--- config.mk ---
export PLATFORM = sky130hd
export DESIGN_NAME = hazard_forward_ctrl
export DESIGN_NICKNAME = d
export VERILOG_FILES = /design/src/rtl/pipe_pkg.sv /design/src/rtl/fwd_match.sv /design/src/rtl/hazard_forward_ctrl.sv
export SDC_FILE = /design/constraint.sdc
export NUM_CORES = 1
export LEC_CHECK = 0
export ABC_AREA = 1
export CORE_ASPECT_RATIO = 0.9
export CORE_MARGIN = 1.5
export CORE_UTILIZATION = 51
export CTS_CLUSTER_DIAMETER = 40
export CTS_CLUSTER_SIZE = 12
export DETAILED_ROUTE_END_ITERATION = 8
export GPL_ROUTABILITY_DRIVEN = 0
export PLACE_DENSITY_LB_ADDON = 0.2
export SETUP_SLACK_MARGIN = 0.15
export SLEW_MARGIN = 20
export SYNTH_ARGS = -nofsm -noshare
export SYNTH_HDL_FRONTEND = slang
export SYNTH_HIERARCHICAL = 1
export SYNTH_SLANG_ARGS = --single-unit
export TNS_END_PERCENT = 1
--- constraint.sdc ---
create_clock -name clk -period 2.35 [get_ports clk]
set_clock_uncertainty 0.2 [all_clocks]
set_input_delay 0.235 -clock clk [delete_from_list [all_inputs] [get_ports clk]]
set_output_delay 0.235 -clock clk [all_outputs]
set_load 0.1 [all_outputs]
--- src/rtl/pipe_pkg.sv ---
// Shared pipeline definitions: register index width, ALU source codes and
// operand forwarding selects used by the EX-stage control logic.
package pipe_pkg;

  localparam int REG_W = 5;
  localparam logic [REG_W-1:0] REG_X0 = '0;

  typedef enum logic [1:0] {
    SRC1_RS1  = 2'd0,
    SRC1_PC   = 2'd1,
    SRC1_ZERO = 2'd2
  } src1_e;

  typedef enum logic [1:0] {
    SRC2_RS2  = 2'd0,
    SRC2_IMM  = 2'd1,
    SRC2_FOUR = 2'd2
  } src2_e;

  typedef enum logic [1:0] {
    FWD_RF  = 2'd0,
    FWD_MEM = 2'd1,
    FWD_WB  = 2'd2
  } fwd_e;

  // x0 never produces a value worth forwarding.
  function automatic logic reg_hit(
    input logic [REG_W-1:0] idx,
    input logic             used,
    input logic [REG_W-1:0] rd,
    input logic             wen
  );
    return used && wen && (rd != REG_X0) && (rd == idx);
  endfunction

endpackage

--- src/rtl/fwd_match.sv ---
// Compares one ID source index against the EX/MEM/WB producer entries and
// returns the operand select the consumer will need once it reaches EX.
module fwd_match
  import pipe_pkg::*;
(
  input  logic [REG_W-1:0] idx,
  input  logic             used,
  input  logic [REG_W-1:0] ex_rd,
  input  logic             ex_wen,
  input  logic             ex_load,
  input  logic [REG_W-1:0] mem_rd,
  input  logic             mem_wen,
  input  logic [REG_W-1:0] wb_rd,
  input  logic             wb_wen,
  output logic [1:0]       sel,
  output logic             load_hit
);

  logic ex_hit;
  logic mem_hit;
  logic wb_hit;

  assign ex_hit   = reg_hit(idx, used, ex_rd, ex_wen);
  assign mem_hit  = reg_hit(idx, used, mem_rd, mem_wen);
  assign wb_hit   = reg_hit(idx, used, wb_rd, wb_wen);
  assign load_hit = ex_hit && ex_load;

  // NOTE: sel gets a default before any branch so no path leaves it unassigned (no latch).
  always_comb begin
    sel = FWD_RF;
    if (ex_hit)       sel = FWD_MEM;  // younger producer wins
    else if (mem_hit) sel = FWD_WB;
    else if (wb_hit)  sel = FWD_RF;   // regfile writes before it is read
  end

endmodule

--- src/rtl/hazard_forward_ctrl.sv ---
// EX-stage operand control: tracks in-flight destinations, registers
// forwarding selects computed in ID, and inserts load-use bubbles.
module hazard_forward_ctrl
  import pipe_pkg::*;
(
  input  logic             clk,
  input  logic             rst,
  input  logic             id_valid,
  input  logic [REG_W-1:0] id_rs1,
  input  logic [REG_W-1:0] id_rs2,
  input  logic             id_rs1_used,
  input  logic             id_rs2_used,
  input  logic [REG_W-1:0] id_rd,
  input  logic             id_reg_write,
  input  logic             id_mem_read,
  input  logic [1:0]       id_alu_src1,
  input  logic [1:0]       id_alu_src2,
  input  logic             ex_redirect,
  input  logic             mem_stall,
  output logic             stall,
  output logic             ex_valid,
  output logic [1:0]       ex_alu_src1,
  output logic [1:0]       ex_alu_src2,
  output logic [1:0]       ex_fwd1,
  output logic [1:0]       ex_fwd2,
  output logic [31:0]      stall_cnt
);

  logic [REG_W-1:0] ex_rd,  mem_rd, wb_rd;
  logic             ex_wen, mem_wen, wb_wen;
  logic             ex_load, mem_load;

  logic [1:0] fwd1_raw, fwd2;
  logic [1:0] fwd1;
  logic       load_hit1, load_hit2;
  logic       load_use;
  logic       bubble;

  fwd_match u_match_rs1 (
    .idx      (id_rs1),
    .used     (id_rs1_used),
    .ex_rd    (ex_rd),
    .ex_wen   (ex_wen),
    .ex_load  (ex_load),
    .mem_rd   (mem_rd),
    .mem_wen  (mem_wen),
    .wb_rd    (wb_rd),
    .wb_wen   (wb_wen),
    .sel      (fwd1_raw),
    .load_hit (load_hit1)
  );

  fwd_match u_match_rs2 (
    .idx      (id_rs2),
    .used     (id_rs2_used),
    .ex_rd    (ex_rd),
    .ex_wen   (ex_wen),
    .ex_load  (ex_load),
    .mem_rd   (mem_rd),
    .mem_wen  (mem_wen),
    .wb_rd    (wb_rd),
    .wb_wen   (wb_wen),
    .sel      (fwd2),
    .load_hit (load_hit2)
  );

  // rs2 also carries store data, so only the rs1 path honours its source code.
  assign fwd1     = (id_alu_src1 == SRC1_RS1) ? fwd1_raw : FWD_RF;
  assign load_use = id_valid && (load_hit1 || load_hit2);
  assign bubble   = ex_redirect || load_use;
  assign stall    = mem_stall || (load_use && !ex_redirect);

  // NOTE: the reset is synchronous, so it sits inside the clocked block and is sampled on clk.
  // NOTE: state updates use <= so every register samples pre-edge values regardless of order.
  always_ff @(posedge clk) begin
    if (rst) begin
      ex_valid    <= 1'b0;
      ex_rd       <= REG_X0;
      ex_wen      <= 1'b0;
      ex_load     <= 1'b0;
      ex_fwd1     <= FWD_RF;
      ex_fwd2     <= FWD_RF;
      ex_alu_src1 <= SRC1_RS1;
      ex_alu_src2 <= SRC2_RS2;
      mem_rd      <= REG_X0;
      mem_wen     <= 1'b0;
      mem_load    <= 1'b0;
      wb_rd       <= REG_X0;
      wb_wen      <= 1'b0;
      stall_cnt   <= '0;
    end else if (!mem_stall) begin
      mem_rd   <= ex_rd;
      mem_wen  <= ex_wen;
      mem_load <= ex_load;
      wb_rd    <= mem_rd;
      wb_wen   <= mem_wen;

      if (bubble) begin
        ex_valid    <= 1'b0;
        ex_rd       <= REG_X0;
        ex_wen      <= 1'b0;
        ex_load     <= 1'b0;
        ex_fwd1     <= FWD_RF;
        ex_fwd2     <= FWD_RF;
        ex_alu_src1 <= SRC1_RS1;
        ex_alu_src2 <= SRC2_RS2;
      end else begin
        ex_valid    <= id_valid;
        ex_rd       <= id_rd;
        ex_wen      <= id_valid && id_reg_write;
        ex_load     <= id_valid && id_mem_read;
        ex_fwd1     <= fwd1;
        ex_fwd2     <= fwd2;
        ex_alu_src1 <= id_alu_src1;
        ex_alu_src2 <= id_alu_src2;
      end

      // A redirect kills the consumer, so its pending hazard is not counted.
      if (load_use && !ex_redirect) stall_cnt <= stall_cnt + 32'd1;
    end
  end

  // mem_load only mirrors the stage for debug visibility; nothing downstream reads it.
  logic unused_ok;
  assign unused_ok = mem_load;

endmodule

==> impl_metrics.sql <==
INSERT INTO impl_metrics (metric_group, metric, value, unit) VALUES
('clock_tree', 'root_buffer', 'clkbuf_8', ''),
('setup_path', 'setup.worst_path.end_class', 'output pin', ''),
('timing', 'fmax', '0.432', 'GHz'),
('setup_path', 'critical_path_peak_fanout', '4', ''),
('detailed_routing', 'drt.antenna.violating_nets', '0', ''),
('detailed_routing', 'drt-wirelength-per-cell', '12.8', 'um'),
('clock_tree', 'clk_latency', '0.32', 'ns'),
('final_layout', 'design.final.nets', '648', ''),
('pwr', 'fin_total_pwr', '1.76', 'mW'),
('clock_tree', 'clk_pin_slew', '0.10', 'ns'),
('global_route', 'global_route.overflow_total', '0', ''),
('clock_tree', 'ctsHtreeMaxLevel', '2', ''),
('placement', 'hpwlAfterDp', '6430', 'um'),
('clock_tree', 'cts_inserted_buffers', '5', ''),
('floorplanning', 'floorplan.rows', '27', ''),
('global_route', 'grtUsageTotal', '26.7', '%'),
('setup_path', 'regToRegSetupSlack', '0.06', 'ns'),
('pwr', 'cellLeakagePower', '2.01', 'nW'),
('detailed_routing', 'remaining_drc_errors', '0', ''),
('detailed_routing', 'route.vias.total', '3634', ''),
('final_layout', 'area_growth', '36.4', '%'),
('pwr', 'p_per_area', '408', 'mW/mm2'),
('timing', 'unrepaired_setup_endpoints_after_global_routing', 'yes', ''),
('setup_path', 'cell_chain_critical_path', 'clkdlybuf4s50_1, nor2_1, nor2_1, nand3_2, nor3_2, inv_1, nand2_1, nand3_2, buf_6, nand2_4, buf_12', ''),
('outcome', 'outcome', 'complete, no violations', ''),
('clock_tree', 'cts.sink_count', '54', ''),
('setup_path', 'timing.critical_path.from_type', 'input port', ''),
('global_route', 'grt_start_max_net_pins', '30', ''),
('final_layout', 'multi_input_area', '0.00182', 'mm2'),
('final_layout', 'insertedDiodeCount', '0', ''),
('global_route', 'antenna_found_initial', '0', ''),
('setup_path', 'arrival', '1.88', 'ns'),
('yosys', 'syn_nets', '551', ''),
('final_layout', 'drive_above_1_share', '22.9', '%'),
('timing', 'timing_hold_violations_final', '0', ''),
('clock_tree', 'tritoncts', 'built', ''),
('timing', 'timing.final.max_slew_violations', '0', ''),
('job', 'cap_viol_max_count', '0', ''),
('floorplanning', 'chipWidth', '86.1', 'um'),
('floorplanning', 'ios', '70', ''),
('detailed_routing', 'drt_first_iter_violations', '246', ''),
('global_route', 'grt_pass1_vias', '3347', ''),
('global_route', 'grt_first_pass_wirelength', '14500', 'um'),
('timing', 'slew_headroom', '73.5', '%'),
('detailed_routing', 'first_pass_iters', '5', ''),
('timing', 'setup_viol_count_final', '0', ''),
('floorplanning', 'floorplan.die_area', '0.00669', 'mm2'),
('setup_path', 'critPathRequiredTime', '1.91', 'ns'),
('yosys', 'post_synth_inst_count', '522', ''),
('detailed_routing', 'via_per_inst', '5.25', ''),
('timing', 'min_period_over_period', '98.4', '%'),
('setup_path', 'timing_worst_setup_path_type', 'input port to output pin', ''),
('floorplanning', 'core', '0.00605', 'mm2'),
('pwr', 'worst_ir_drop_vdd', '0.296', 'mV'),
('setup_path', 'worst_path_largest_cell_delay', '0.55', 'ns'),
('floorplanning', 'dieHeight', '77.8', 'um'),
('clock_tree', 'cts_max_path_buffers', '2', ''),
('floorplanning', 'initial_core_util', '52.4', '%'),
('detailed_routing', 'routed_wl', '8870', 'um'),
('yosys', 'synth_warnings', '6', ''),
('setup_path', 'critical-path-slowest-cell', 'clkdlybuf4s50_1', ''),
('yosys', 'synth.avg_cell_area', '6.07', 'um2'),
('placement', 'place.port_buffers', '69', ''),
('min_path', 'min_path_type', 'register to register', ''),
('timing', 'period_minus_slack', '2.31', 'ns'),
('final_layout', 'seqCellArea', '0.00110', 'mm2'),
('final_layout', 'filler_cell_count', '516', ''),
('placement', 'numPlacedInstances', '675', ''),
('yosys', 'post_synth_instance_area', '0.00317', 'mm2'),
('final_layout', 'finish.cell_count_without_fillers', '692', ''),
('timing', 'worst-slew-pin-transition', '0.395', 'ns');
==> power by group <==
part	leakage (nW)	switching, mW	internal [mW]	total, mW
sequential	0.444	0.0201	0.931	0.952
combinational	1.52	0.160	0.110	0.270
clock	0.0483	0.330	0.211	0.541
total	2.01	0.510	1.25	1.76
==> path summary, 6_finish.rpt <==
check | from | to | depth (start not counted)
setup / recovery | id_rs2[0] | stall | 11
hold / removal | ex_fwd1[1] | ex_fwd1[1] | 2
setup reg to reg | ex_rd[1] | ex_fwd1[1] | 17
hold reg to reg | ex_fwd1[1] | ex_fwd1[1] | 2
==> timing repair <==
item	CTS	global route
buffers inserted	8	1
setup endpoints to repair	31	49
hold buffers	0	0
gates resized for setup	19	33
pin swaps	7	22
==> worst max-delay path: cells and delay by family <==
| kind | cells | cell delay [ns] |
|---|---|---|
| buffers and inverters | 4 | 0.91 |
| and+or+nand+nor | 7 | 0.71 |
==> area by class of cell <==
class	instances	area share, %
tap	72	2.09
multi-input combinational	377	42.1
sequential	54	25.5
inverter	76	6.60
clock inverter	3	0.435
timing repair buffer	105	21.7
clock buffer	5	1.59
==> layer usage <==
metal	GRT usage (%)	vias to the layer above	wire length [um]
met5	0	-	0
met4	6.94	0	84
met3	4.15	12	693
met2	43.6	162	3980
met1	36.7	1640	4110
li1	-	1820	-
==> registers in the layout, summed over array words and instances (netlist names) <==
| name | cells |
|---|---|
| ex_load | 1 |
| mem_rd | 5 |
| ex_wen | 1 |
| ex_valid | 1 |
| stall_cnt | 32 |
| ex_alu_src1 | 2 |
| ex_fwd2 | 2 |
| ex_rd | 5 |
| ex_alu_src2 | 2 |
| mem_wen | 1 |
| ex_fwd1 | 2 |
==> cells in the final DEF (no fill, tap or decap), types with 10 or more instances in the layout <==
master / count
clkdlybuf4s50_1: 19
inv_1: 69
buf_6: 12
nand2_1: 141
dfxtp_1: 43
nor2_1: 81
nor2_2: 10
o21ai_0: 20
a21oi_1: 29
buf_4: 64
nand3_1: 37
==> stage by stage <==
step	utilization (%)	TNS (ns)	cell area [um2]	hold WS (ns)	setup WS, ns
2_1_floorplan	-	0	3180	0.176	0.134
3_3_place_gp	66.2	-3.81	4000	0.255	-0.181
3_5_place_dp	66.2	-7.09	4000	0.256	-0.267
4_1_cts	69.6	0	4210	0.261	0.0122
5_1_grt	71.4	-0.307	4320	0.283	-0.0535
6_report	71.4	0	4320	0.269	0.0378
(Power assumes the default switching activity.)
